**src/rtl/mem_dma_master_pkg.sv**
```systemverilog
// Shared constants for the main-memory DMA initiator: operation codes and FSM state encoding.
package mem_dma_master_pkg;

  localparam logic DMA_OP_COPY = 1'b0;
  localparam logic DMA_OP_FILL = 1'b1;

  typedef enum logic [1:0] {
    ST_IDLE = 2'd0,
    ST_RD   = 2'd1,
    ST_WR   = 2'd2,
    ST_FIN  = 2'd3
  } dma_state_e;

endpackage

```
**src/rtl/mem_dma_master.sv**
```systemverilog
// Block COPY/FILL initiator for the single-port main memory (async read, sync write).
// Owns the memory port while busy; all port outputs decode from registered state only.
module mem_dma_master
  import mem_dma_master_pkg::*;
#(
  parameter int ADDR_W = 10,
  parameter int DATA_W = 16,
  parameter int LEN_W  = 10
) (
  input  logic              clk,
  input  logic              rst_n,
  input  logic              start,
  input  logic              op,
  input  logic [ADDR_W-1:0] src_addr,
  input  logic [ADDR_W-1:0] dst_addr,
  input  logic [LEN_W-1:0]  len,
  input  logic [DATA_W-1:0] fill_val,
  output logic              busy,
  output logic              done,
  output logic              mem_w_en,
  output logic [ADDR_W-1:0] mem_addr,
  output logic [DATA_W-1:0] mem_wdata,
  input  logic [DATA_W-1:0] mem_rdata
);

  localparam logic [ADDR_W-1:0] ADDR_ONE = ADDR_W'(1);
  localparam logic [LEN_W-1:0]  LEN_ONE  = LEN_W'(1);

  dma_state_e        state_q;
  dma_state_e        state_d;
  logic              op_q;
  logic [ADDR_W-1:0] src_ptr_q;
  logic [ADDR_W-1:0] dst_ptr_q;
  logic [LEN_W-1:0]  remaining_q;
  logic [DATA_W-1:0] fill_q;
  logic [DATA_W-1:0] buf_q;
  logic              accept;

  // FIN behaves like IDLE for a new request so transfers can run back-to-back.
  assign accept = start && ((state_q == ST_IDLE) || (state_q == ST_FIN));

  always_ff @(posedge clk or negedge rst_n) begin
    if (!rst_n) begin
      state_q <= ST_IDLE;
    end else begin
      state_q <= state_d;
    end
  end

  always_comb begin
    state_d = state_q;
    case (state_q)
      ST_IDLE, ST_FIN: begin
        if (accept) begin
          if (len == '0) begin
            state_d = ST_FIN;
          end else if (op == DMA_OP_FILL) begin
            state_d = ST_WR;
          end else begin
            state_d = ST_RD;
          end
        end else begin
          state_d = ST_IDLE;
        end
      end
      ST_RD: begin
        state_d = ST_WR;
      end
      ST_WR: begin
        if (remaining_q == LEN_ONE) begin
          state_d = ST_FIN;
        end else if (op_q == DMA_OP_FILL) begin
          state_d = ST_WR;
        end else begin
          state_d = ST_RD;
        end
      end
      default: begin
        state_d = ST_IDLE;
      end
    endcase
  end

  // Pointers wrap silently at 2**ADDR_W; copies walk strictly upward.
  always_ff @(posedge clk or negedge rst_n) begin
    if (!rst_n) begin
      op_q        <= DMA_OP_COPY;
      src_ptr_q   <= '0;
      dst_ptr_q   <= '0;
      remaining_q <= '0;
      fill_q      <= '0;
      buf_q       <= '0;
    end else begin
      if (accept) begin
        op_q        <= op;
        src_ptr_q   <= src_addr;
        dst_ptr_q   <= dst_addr;
        remaining_q <= len;
        fill_q      <= fill_val;
      end else if (state_q == ST_RD) begin
        buf_q <= mem_rdata;
      end else if (state_q == ST_WR) begin
        src_ptr_q   <= src_ptr_q + ADDR_ONE;
        dst_ptr_q   <= dst_ptr_q + ADDR_ONE;
        remaining_q <= remaining_q - LEN_ONE;
      end
    end
  end

  always_comb begin
    busy      = 1'b0;
    done      = 1'b0;
    mem_w_en  = 1'b0;
    mem_addr  = '0;
    mem_wdata = '0;
    case (state_q)
      ST_RD: begin
        busy     = 1'b1;
        mem_addr = src_ptr_q;
      end
      ST_WR: begin
        busy      = 1'b1;
        mem_w_en  = 1'b1;
        mem_addr  = dst_ptr_q;
        mem_wdata = (op_q == DMA_OP_FILL) ? fill_q : buf_q;
      end
      ST_FIN: begin
        done = 1'b1;
      end
      default: begin
        busy = 1'b0;
      end
    endcase
  end

endmodule

```
**config.mk**
```make
export PLATFORM = sky130hd
export DESIGN_NAME = mem_dma_master
export DESIGN_NICKNAME = d
export VERILOG_FILES = /design/src/rtl/mem_dma_master_pkg.sv /design/src/rtl/mem_dma_master.sv
export SDC_FILE = /design/constraint.sdc
export NUM_CORES = 1
export LEC_CHECK = 0
export BUFFER_PORTS_ARGS = -buffer_cell sky130_fd_sc_hd__buf_2
export CAP_MARGIN = 20
export CORE_MARGIN = 2
export CORE_UTILIZATION = 33
export CTS_BUF_LIST = sky130_fd_sc_hd__clkbuf_8
export CTS_CLUSTER_DIAMETER = 200
export CTS_CLUSTER_SIZE = 14
export DETAILED_ROUTE_END_ITERATION = 8
export PLACE_DENSITY = 0.55
export SYNTH_ARGS = -nofsm -noshare
export SYNTH_HDL_FRONTEND = slang
export SYNTH_SLANG_ARGS = --single-unit
```
**constraint.sdc**
```tcl
create_clock -name clk -period 2.8 [get_ports clk]
set_input_delay 0.28 -clock clk [delete_from_list [all_inputs] [get_ports clk]]
set_output_delay 0.28 -clock clk [all_outputs]
set_load 0.05 [all_outputs]
```
# --- Word-level counts from Yosys, hierarchy flattened ---
# Index checks and enable logic that the tools add are counted.
word_totals:
  mem_count: 0
  elab_cells: 46
  rom_bits: 0
  register_bits: 65
  ram_bits: 0
  latch_bits: 0
  out_inout_bits: 29
  input_bits: 66
op_classes:
  n_eq_ne: 5
  order_cmp: 0
  div: 0
  add_sub_neg: 3
  shifts: 0
  mul: 0
  mux: 21
  reduce_logical: 9
  bitwise: 1
op_table:
  columns: ["cell", "n"]
  rows:
  - ["$mux W10", 9]
  - ["$mux W16", 2]
  - ["$add A10 B1 Y10 const B", 2]
  - ["$pmux W10 S2", 1]
  - ["$eq A10 B1 Y1 const B", 1]
  - ["$logic_not A10 Y1", 1]
  - ["$mux W2", 5]
  - ["$sub A10 B1 Y10 const B", 1]
  - ["$pmux W2 S3", 1]
  - ["$eq A2 B2 Y1 const B", 2]
  - ["$reduce_and A2 Y1", 2]
  - ["$reduce_or A2 Y1", 2]
  - ["$mux W1", 3]
  - ["$eq A2 B1 Y1 const B", 1]
  - ["$logic_not A2 Y1", 1]
  - ["$ne A2 B2 Y1 const B", 1]
  - ["$reduce_bool A2 Y1", 1]
  - ["$logic_and A1 B1 Y1", 1]
  - ["$logic_or A1 B1 Y1", 1]
  - ["$not A1 Y1", 1]

# --- Logic depth before layout (Yosys ltp) ---
logic_depth:
  word_depth: 5
  ltp_mapped: 8
  ltp_nobuf: 6

# --- Worst setup path before layout ---
# No wires, ideal clock.
synth_path:
  kind: "reg2out"
  startpoint: "register state_q[0]"
  endpoint: "output mem_wdata[10]"
  path_buffers: 1
  required_time_ps: 2520
  t_arrival_ps: 2224
  stages_incl_launch_ff: 6
  path_slack_ps: 296
  cell_sequence: "dfrtp_1 > inv_1 > ha_1 > clkinv_1 > clkbuf_1 > nor2_1"
synth_via:
  elab_chain_cells: 2
synth_rtl:
  columns: ["element", "line", "rtl"]
  rows:
  - ["start: declaration", "mem_dma_master.sv:29", "dma_state_e state_q;"]
  - ["start signal: assignment", "mem_dma_master.sv:46", "state_q <= state_d;"]
  - ["$eq A2 B2 Y1", "mem_dma_master.sv:116", "case (state_q)"]
  - ["$mux W16", "mem_dma_master.sv:116", null]
  - ["end: declaration", "mem_dma_master.sv:22", "output logic [DATA_W-1:0] mem_wdata,"]
# No other way between the ends.

# --- Worst setup path in the final report ---
layout_path:
  startpoint: "register state_q[0]"
  endpoint: "register remaining_q[7]"
layout_via:
  elab_chain_cells: 5
  elab_cells_between_ends: 10
  cone_classes: "eq/ne: 4; mux: 1; reduce/logical: 5"
layout_rtl:
  columns: ["element", "line", "rtl"]
  rows:
  - ["$eq A2 B2 Y1 or $logic_not A2 Y1 (tied branches)", "mem_dma_master.sv:40", "assign accept = start && ((state_q == ST_IDLE) || (state_q == ST_FIN));"]
  - ["$logic_or A1 B1 Y1", "mem_dma_master.sv:40", null]
  - ["$logic_and A1 B1 Y1", "mem_dma_master.sv:40", null]
  - ["$ne A2 B2 Y1 (no line) or $reduce_bool A2 Y1 (tied branches)", null, null]
  - ["$reduce_and A2 Y1 (no line)", null, null]
  - ["end signal: assignment", "mem_dma_master.sv:98", "remaining_q <= len;"]
  - ["end signal: assignment", "mem_dma_master.sv:105", "remaining_q <= remaining_q - LEN_ONE;"]
  - ["end: declaration", "mem_dma_master.sv:34", "logic [LEN_W-1:0] remaining_q;"]
# Several ways; a longest one is shown, not always the timed one.
# A chain may end at the register's enable or synchronous reset.

==> results.md <==
* Non-Filler Instances at about 630
* Post-Syn Area at 3560 µm²
* Post-CTS sizing at 0
* DP Wirelength at 6.93 mm
* Clock Sink Count at 65
* Area leader, netlist: dfrtp_1
* Drt first pass iters at 4
* IO Count at 95
* Floorplan row count at 37
* CTS root buf: clkbuf_8
* Hold_ws at -0.000535 ns
* CP startpoint kind: register
* Pre-CTS setup slack at 0.527 ns
* Post-CTS Hold Fix Bufs at 0
* Diodes inserted at 0
* Max Cap Violations at 0
* RSZ-0062 raised after global routing: no
* Commonest non-fill, non-tap cell in the layout: buf_2
* HP Class: input port to async pin
* Worst-Margin Slew at 0.732 ns
* CP Data Arrival Time at 2.47 ns
* FFs w/ async S/R, synth at 100%
* Antenna viol nets, final at 0
* CTS buffer count at 9
* Fillers at 1089
* Clock Path Buffers at 2
* FF+latch count, synth at 65
* Die area at 11600 µm²
* Crit-path max FO at 36
* Drt drc at 0
* Final #Nets at between 500 and 600
* Synth-to-Final Area Change at 23.1%
* GRT Overall Usage at 17.4%
* Tot Pwr at 1.82 mW
* Initial antenna violation count at 0
* Drt initial violations at 151
* Worst R2R End: remaining_q[7]$_DFFE_PN0P_
* Post-synth net total at 474
* Final setup TNS at 0 ns
* Die height at 108 µm
* Worst-Skew Late Latency at 0.34 ns
* Status: finished, violations left
* Synth Warn # at 0
* Main synth FF type: dfrtp_1
* Hold Vio Cnt, Final at 1
* CTS tree: done
* Cells after synthesis at 400
* Placed cells at 610
* Synth cell types at 39
* Worst R2R Path Depth at 7
* Crit path required time at 3.01 ns
* Leak at slightly above 2 nW
* Vias at 3187
* Largest net degree at the start of global routing at 51
* Vias in the first global route at 3180
* Starting Density at between 30% and 40%
* Fraction of layout cells with a size suffix above 1 at between 20% and 30%
* Sequential share of the synthesized area at 45.7%
* Vias per Instance at 5.09
* Yosys top cell area share at 45.7%
* Grt total ovfl at 0
* Synth top area cells: dfrtp_1 46%, nand2_1 7.6%, mux2i_1 5.1%
* Final min period at 2.26 ns
* Core area at ~10000 µm²
* Violated checks: negative hold slack
* Final number of setup-violating endpoints at 0
* FMAX at approximately 440 MHz
* Post-CTS setup buffers at 0
* Clock H-tree levels at 3
* R2R Path Start: state_q[0]$_DFF_PN0_
* Die X at 108 µm
* Post-synth EDFFs at 0
* Gp weighted congestion at 0.820
* Setup CP Type: register to register
* Max Clock Skew at approximately 0.0075 ns
* Fin. max-slew vios at 0
* Most frequent cells in the layout: 94 x buf_2, 71 x nand2_1, 65 x dfrtp_1
* Routed wire length at 9.58 mm
* First-pass GRT wire length at 15.7 mm
* Max-slew headroom at 51.2%
* Setup slack after layout at approximately 0.54 ns
* Clk slew on worst S/H paths at about 0.070 ns
* R2R setup slack at between 0.5 and 0.6 ns
* Final period utilization at between 80% and 90%
* Drt wl/cell at 15.3 µm
* Port bufs at between 90 and 100
* Setup crit end kind: register
* Syn Area/Cell at 8.89 µm²
* Power Dens Cells at between 400 and 500 nW/µm²
* Worst vdd ir at 0.237 mV
-- worst max-delay path by stage --
stage                                    start                         end  slack [ns]  cells after the start
after floorplan           state_q[0]$_DFF_PN0_               mem_wdata[10]        0.30                      5
after global placement    state_q[0]$_DFF_PN0_  remaining_q[7]$_DFFE_PN0P_        0.59                      7
after detailed placement  state_q[0]$_DFF_PN0_  remaining_q[7]$_DFFE_PN0P_        0.53                      7
after CTS                 state_q[0]$_DFF_PN0_  remaining_q[7]$_DFFE_PN0P_        0.52                      7
after global routing      state_q[0]$_DFF_PN0_  remaining_q[7]$_DFFE_PN0P_        0.28                      7
final                     state_q[0]$_DFF_PN0_  remaining_q[7]$_DFFE_PN0P_        0.54                      7
-- cell usage after synthesis (4+ instances only) --
master,instances
inv_1,6
buf_1,4
ha_1,8
a21oi_1,29
dfrtp_1,65
nand2_1,72
nor2_1,44
a22oi_1,13
mux2i_1,18
o21ai_0,22
a2bb2oi_1,15
nand3_1,12
nand4_1,8
mux2_2,16
o22ai_1,8
clkbuf_1,24
-- metrics by stage --
stage	instance area (µm²)	utilization [%]
after detailed placement	4190	40.2
final	4380	42.0
after CTS	4380	42.0
after floorplan	3560	-
after global placement	4190	40.2
after global routing	4380	42.0
-- logic make-up after synthesis --
group / after synthesis / synth area share [%]
and+or+nand+nor: 156 / 19.4
AOI/OAI and AO/OA: 100 / 18.0
DFF: 65 / 45.7
buffers and inverters: 37 / 3.98
muxes: 34 / 10.1
adders and majority gates: 8 / 2.82
-- where the power goes --
part,internal (mW),switching (mW)
clock network,0.423,0.352
logic,0.0478,0.0435
registers,0.950,0.00545
-- layer usage --
| metal | GRT usage [%] | vias to the layer above | routed length, µm |
|---|---|---|---|
| li1 | - | 1598 | - |
| met1 | 22.9 | 1509 | 4340 |
| met2 | 27.9 | 71 | 4680 |
| met3 | 4.48 | 9 | 449 |
| met4 | 5.49 | 0 | 110 |
| met5 | 0 | - | 0 |
-- registers in the layout, indices dropped and copies added (netlist names) --
register	count
buf_q	16
op_q	1
remaining_q	10
dst_ptr_q	10
src_ptr_q	10
fill_q	16
state_q	2
-- worst max-delay path, stage by stage, from the launching register on --
cell       delay [ns]
dfrtp_1          0.40
inv_1            0.06
ha_1             0.52
nand2_2          0.28
a21oi_2          0.20
buf_4            0.37
o21ai_0          0.16
o2bb2ai_1        0.14
-- area by class of cell --
class	count	area [µm²]	share of cell area (%)
multi-input combinational	298	1790	41.0
sequential	65	1630	37.2
timing repair buffer	104	571	13.0
tap	136	170	3.89
clock buffer	10	138	3.14
clock inverter	6	51.3	1.17
inverter	7	26.3	0.600
Power figures use the tool's default switching activity.
